===== src/rtl/eth_pkg.sv =====
// Shared Ethernet TX definitions: byte width and the frame arbiter state encoding.
package eth_pkg;

   localparam int BYTE_W = 8;

   typedef enum logic [1:0] {
      ST_IDLE  = 2'd0,
      ST_PASS  = 2'd1,
      ST_DRAIN = 2'd2,
      ST_GAP   = 2'd3
   } arb_state_t;

endpackage


===== src/rtl/rr_arbiter.sv =====
// Combinational round-robin pick: the first active request found scanning
// circularly upward from the index just after `last`.
module rr_arbiter #(
   parameter int NUM_REQ = 2,
   localparam int IDX_W  = $clog2(NUM_REQ)
) (
   input  logic [NUM_REQ-1:0] req,
   input  logic [IDX_W-1:0]   last,
   output logic [NUM_REQ-1:0] win
);

   always_comb begin
      int   idx;
      logic found;
      idx   = 0;
      found = 1'b0;
      win   = '0;
      for (int k = 1; k <= NUM_REQ; k++) begin
         idx = (int'(last) + k) % NUM_REQ;
         if (!found && req[IDX_W'(idx)]) begin
            win[IDX_W'(idx)] = 1'b1;
            found            = 1'b1;
         end
      end
   end

endmodule


===== src/rtl/tx_frame_arbiter.sv =====
// Round-robin multiplexer of NUM_REQ byte-stream requesters onto one MAC TX stream,
// with truncation at MAX_LEN (remainder drained) and a fixed inter-frame gap.
module tx_frame_arbiter
   import eth_pkg::*;
#(
   parameter int NUM_REQ    = 2,
   parameter int MAX_LEN    = 1500,
   parameter int GAP_CYCLES = 4
) (
   input  logic                      clk,
   input  logic                      reset_n,
   input  logic                      pcs_locked,
   input  logic [NUM_REQ-1:0]        req_valid,
   input  logic [NUM_REQ*BYTE_W-1:0] req_data,
   input  logic [NUM_REQ-1:0]        req_eof,
   output logic [NUM_REQ-1:0]        req_ready,
   output logic                      tx_valid,
   output logic [BYTE_W-1:0]         tx_data,
   output logic                      tx_eof,
   input  logic                      tx_ready,
   output logic [NUM_REQ-1:0]        grant,
   output logic                      truncated,
   output logic [15:0]               trunc_count
);

   localparam int IDX_W = $clog2(NUM_REQ);
   localparam int LEN_W = $clog2(MAX_LEN + 1);
   localparam int GAP_W = (GAP_CYCLES > 1) ? $clog2(GAP_CYCLES) : 1;
   localparam logic [LEN_W-1:0] LEN_LAST = LEN_W'(MAX_LEN - 1);
   localparam logic [GAP_W-1:0] GAP_LOAD = GAP_W'((GAP_CYCLES > 0) ? GAP_CYCLES - 1 : 0);

   function automatic logic [15:0] sat_inc16(input logic [15:0] v);
      return (v == 16'hFFFF) ? v : v + 16'd1;
   endfunction

   arb_state_t         state, state_nxt;
   logic [NUM_REQ-1:0] win;
   logic [IDX_W-1:0]   win_idx, grant_idx, last;
   logic [LEN_W-1:0]   len_cnt;
   logic [GAP_W-1:0]   gap_cnt;
   logic [BYTE_W-1:0]  req_bytes [NUM_REQ];
   logic               g_valid, g_eof, len_at_last, out_beat, start, frame_end;

   for (genvar i = 0; i < NUM_REQ; i++) begin : g_lane
      assign req_bytes[i] = req_data[i*BYTE_W +: BYTE_W];
   end

   rr_arbiter #(.NUM_REQ(NUM_REQ)) u_rr (
      .req  (req_valid),
      .last (last),
      .win  (win)
   );

   always_comb begin
      win_idx = '0;
      for (int i = 0; i < NUM_REQ; i++)
         if (win[i]) win_idx = IDX_W'(i);
   end

   assign g_valid     = req_valid[grant_idx];
   assign g_eof       = req_eof[grant_idx];
   assign len_at_last = (len_cnt == LEN_LAST);
   assign out_beat    = tx_valid && tx_ready;
   assign start       = (state == ST_IDLE) && pcs_locked && (|req_valid);
   // In DRAIN the requester beat ends the frame since req_ready is held high there.
   assign frame_end   = ((state == ST_PASS) && out_beat && g_eof) ||
                        ((state == ST_DRAIN) && g_valid && g_eof);

   always_ff @(posedge clk or negedge reset_n) begin
      if (!reset_n) state <= ST_IDLE;
      else          state <= state_nxt;
   end

   always_comb begin
      state_nxt = state;
      case (state)
         ST_IDLE:  if (start) state_nxt = ST_PASS;
         ST_PASS:  if (out_beat && !g_eof && len_at_last) state_nxt = ST_DRAIN;
         ST_GAP:   if (gap_cnt == '0) state_nxt = ST_IDLE;
         default:  ;
      endcase
      if (frame_end) state_nxt = (GAP_CYCLES > 0) ? ST_GAP : ST_IDLE;
   end

   always_comb begin
      tx_valid  = 1'b0;
      tx_data   = '0;
      tx_eof    = 1'b0;
      req_ready = '0;
      truncated = 1'b0;
      case (state)
         ST_PASS: begin
            tx_valid             = g_valid;
            tx_data              = req_bytes[grant_idx];
            tx_eof               = g_valid && (g_eof || len_at_last);
            req_ready[grant_idx] = tx_ready;
            truncated            = g_valid && tx_ready && !g_eof && len_at_last;
         end
         ST_DRAIN: req_ready[grant_idx] = 1'b1;
         default:  ;
      endcase
   end

   always_ff @(posedge clk or negedge reset_n) begin
      if (!reset_n) begin
         grant       <= '0;
         grant_idx   <= '0;
         last        <= IDX_W'(NUM_REQ - 1);
         len_cnt     <= '0;
         gap_cnt     <= '0;
         trunc_count <= '0;
      end else begin
         if (start) begin
            grant     <= win;
            grant_idx <= win_idx;
            len_cnt   <= '0;
         end
         if ((state == ST_PASS) && out_beat) len_cnt <= len_cnt + LEN_W'(1);
         if (truncated) trunc_count <= sat_inc16(trunc_count);
         if (frame_end) begin
            last    <= grant_idx;
            grant   <= '0;
            gap_cnt <= GAP_LOAD;
         end else if ((state == ST_GAP) && (gap_cnt != '0)) begin
            gap_cnt <= gap_cnt - GAP_W'(1);
         end
      end
   end

endmodule


===== config.mk =====
export PLATFORM = sky130hd
export DESIGN_NAME = tx_frame_arbiter
export DESIGN_NICKNAME = d
export VERILOG_FILES = /design/src/rtl/eth_pkg.sv /design/src/rtl/rr_arbiter.sv /design/src/rtl/tx_frame_arbiter.sv
export SDC_FILE = /design/constraint.sdc
export NUM_CORES = 1
export LEC_CHECK = 0
export ABC_CLOCK_PERIOD_IN_PS = 1850
export BUFFER_PORTS_ARGS = -buffer_cell sky130_fd_sc_hd__buf_2
export CORE_ASPECT_RATIO = 1.1
export CORE_UTILIZATION = 25
export DETAILED_ROUTE_END_ITERATION = 16
export PLACE_DENSITY = 0.58
export SETUP_SLACK_MARGIN = 0.3
export SLEW_MARGIN = 10
export SYNTH_ARGS = -nofsm -noshare
export SYNTH_HDL_FRONTEND = slang
export SYNTH_SLANG_ARGS = --single-unit
export TNS_END_PERCENT = 50

===== constraint.sdc =====
create_clock -name clk -period 1.85 [get_ports clk]
set_input_delay 0.0925 -clock clk [delete_from_list [all_inputs] [get_ports clk]]
set_output_delay 0.0925 -clock clk [all_outputs]
set_load 0.05 [all_outputs]

==> impl_metrics.csv <==
group,metric,value,unit
layout,multi_input_area,1200,sq um
setup_path,r2r_setup_slack,0.09,ns
setup_path,cp.depth,6,
status,status,"complete, no violations",
global_routing,grt_pass1_wl,7860,um
routing,m1WireLength,2060,um
setup_path,rr_startpoint,"len_cnt[1]",
routing,drtIter0Drc,72,
routing,met2WireLength,2490,um
floorplanning,core,7170,sq um
timing,clock_skew,0.00820,ns
timing,fin_crit_sh,0.951,
routing,dr.pass1.iters,4,
floorplanning,die-area,7930,sq um
clock_tree,root_buffer,"clkbuf_8",
setup_path,startpoint_type,"flop",
yosys,yosysMostFrequentCell,"dfrtp_1",
routing,routedWlPerCell,13.2,um
yosys,synth_cell_types,45,
timing,fin_tns_setup,0,ns
yosys,netlist.top_cell.by_area,"dfrtp_1",
routing,top_layer_used,"met4",
global_routing,grt_pass1_vias,1723,
clock_tree,insertion_delay,0.29,ns
timing,rsz0062_at_grt,"yes",
yosys,synthArstFlopShare,1.00,
global_routing,grt_usage,0.126,
layout,fillers,682,
routing,ant_nets,0,
setup_path,path_delay_family,"simple AND/OR/NAND/NOR gates",
placement,dp_hpwl,3340,um
setup_path,crit_start,"len_cnt[1]",
power_and_ir_drop,p_leak,1.39,nW
global_routing,antenna_found_initial,0,
yosys,synth_edf_count,0,
yosys,yosys.area.top_type_share,0.422,
yosys,synth_area_per_cell,9.98,sq um
setup_path,arrival,1.94,ns
setup_path,cp_slowest_cell,"dfrtp_1",
layout,final_area,2870,sq um
setup_path,cp_num_buf_inv,0,
setup_path,crit_path_max_fanout,3,
layout,final_util,0.401,
floorplanning,die_x,85.0,um
yosys,ys.flop_type,"dfrtp_1",
power_and_ir_drop,power.density,919,nW/um^2
setup_path,required,2.03,ns
setup_path,rr_worst_depth,6,
timing,fmax,568,MHz
power_and_ir_drop,ir_drop,0.585,mV
layout,finalNonFillerCells,368,
clock_tree,cts_tree,"built",
routing,vias,1749,
clock_tree,clockBufferDepth,2,
setup_path,endpoint,"trunc_count[15]",
clock_tree,clkSinkCount,33,
routing,dr_wl_met3,210,um
yosys,synthTopCellsByCount,"dfrtp_1 (32), nand2_1 (17), o21ai_0 (15)",
setup_path,timing.critical_path.to_type,"flop",
timing,hold_viol_final,0,
setup_path,crit_type,"flop to flop",
placement,gp_congestion,0.756,
yosys,synth-warning-count,0,
clock_tree,htreeDepth,2,
timing,setup_violations,0,
global_routing,grt_overflow,0,
setup_path,cpPeakStageDelay,0.37,ns
timing,fin_crit,1.76,ns
yosys,synth.cell_area,1900,sq um
setup_path,cp_cell_sequence,"ha_2 > and4bb_2 > and4_4 > nand3_4 > nor3_4 > mux2_4",
placement,io_buffers,43,
clock_tree,numCtsBuffers,5,
timing,drv_slew,0,
job,max-cap-violations,0,
floorplanning,io_pins,55,
yosys,syn_inst,190,
placement,dp_cells,326,
routing,drc,0,
yosys,synth_area_leaders,"dfrtp_1 (42%), ha_1 (5.3%), o21ai_0 (4.0%)",
layout,seq_area,845,sq um
floorplanning,initial_utilization,0.264,
layout,diodes,0,
layout,area_growth,51.6,%
layout,layout-drive-gt1-share,0.551,
hold_path,timing.hold.worst.class,"input port to flop",
routing,vias_per_cell,4.75,
floorplanning,rows,32,
placement,placed_area,2320,sq um
yosys,ys_seq_area_frac,0.436,
setup_path,r2r-end,"trunc_count[15]",
floorplanning,die_h,93.3,um
layout,nNetsFinal,314,
global_routing,grt_max_degree,15,
routing,wirelength,4840,um
yosys,synth-seq-cells,33,
clock_tree,clk_pin_slew,0.07,ns
[sequential cells by signal, summed over array words and instances, names as in the netlist]
name,count
trunc_count,16
len_cnt,11
gap_cnt,2
state,2
grant,1
last,1
[timing repair]
| action | CTS | global route |
|---|---|---|
| hold endpoints to repair | 32 | 0 |
| endpoints found under the setup margin | 31 | 45 |
| setup buffers | 17 | 16 |
| resized for setup | 19 | 46 |
| hold buffers | 1 | 0 |
| pin swaps | 10 | 21 |
[routing by layer]
layer  vias to the layer above  global-route usage
met5                         -                   0
met4                         0              0.0565
met3                         6              0.0309
met2                        42               0.214
met1                       839               0.152
li1                        862                   -
[how the worst min path moves through the flow]
| stage | startpoint | end | slack, ns | depth (start not counted) |
|---|---|---|---|---|
| 6_report | pcs_locked | grant[0] | 0.11 | 3 |
| 5_1_grt | pcs_locked | grant[0] | 0.11 | 3 |
| 4_1_cts | pcs_locked | grant[0] | 0.11 | 3 |
| 3_5_place_dp | reset_n | len_cnt[4] | -0.05 | 1 |
| 3_3_place_gp | reset_n | len_cnt[4] | -0.05 | 1 |
| 2_1_floorplan | reset_n | gap_cnt[0] | -0.20 | 0 |
[where the power goes]
group	leakage [nW]	internal, mW	switching (mW)
sequential	0.424	0.788	0.0424
clock	0.0439	0.259	0.277
combinational	0.923	0.517	0.759
[cell families after synthesis]
family	count (synthesis)	synth area share
compound gates	33	0.114
xor+xnor	12	0.0554
fa+ha+maj	8	0.0528
buf+inv	11	0.0297
flops	33	0.436
mux	7	0.0416
other cells	1	0.00198
simple gates	85	0.268
[worst register-to-register path, stage by stage, from the launching register on]
cell	delay [ns]
dfrtp_1	0.37
ha_2	0.20
and4bb_2	0.25
and4_4	0.26
nand3_4	0.09
nor3_4	0.18
mux2_4	0.31
[metrics by stage]
step | setup WS, ns | power [mW] | hold WS [ns]
6_report | 0.0901 | 2.64 | 0.110
3_3_place_gp | 0.0640 | 1.74 | -0.0456
5_1_grt | 0.0156 | 2.82 | 0.112
4_1_cts | 0.129 | 2.42 | 0.110
3_5_place_dp | 0.0221 | 1.77 | -0.0460
2_1_floorplan | 0.0677 | 1.52 | -0.203
[cells in the final DEF (no fill, tap or decap), drive strengths merged, types with 5 or more instances in the layout]
master and instances:
buf 89, dfrtp 32, nand2 17, o21ai 15, nor2 13, nand4 12
and2 11, and3 10, ha 8, xnor2 7, nand3 7, a31oi 6
xor2 5, clkbuf 5, inv 5, and4 5
[area by class of cell]
type,instances,share of cell area
well taps,85,0.0370
flip-flops and latches,33,0.294
inverters,5,0.00827
clock buffers,5,0.0239
repair buffers,90,0.214
clock inverters,3,0.00609
multi-input cells,147,0.417
Note: power is estimated with default switching activity, not from simulation.
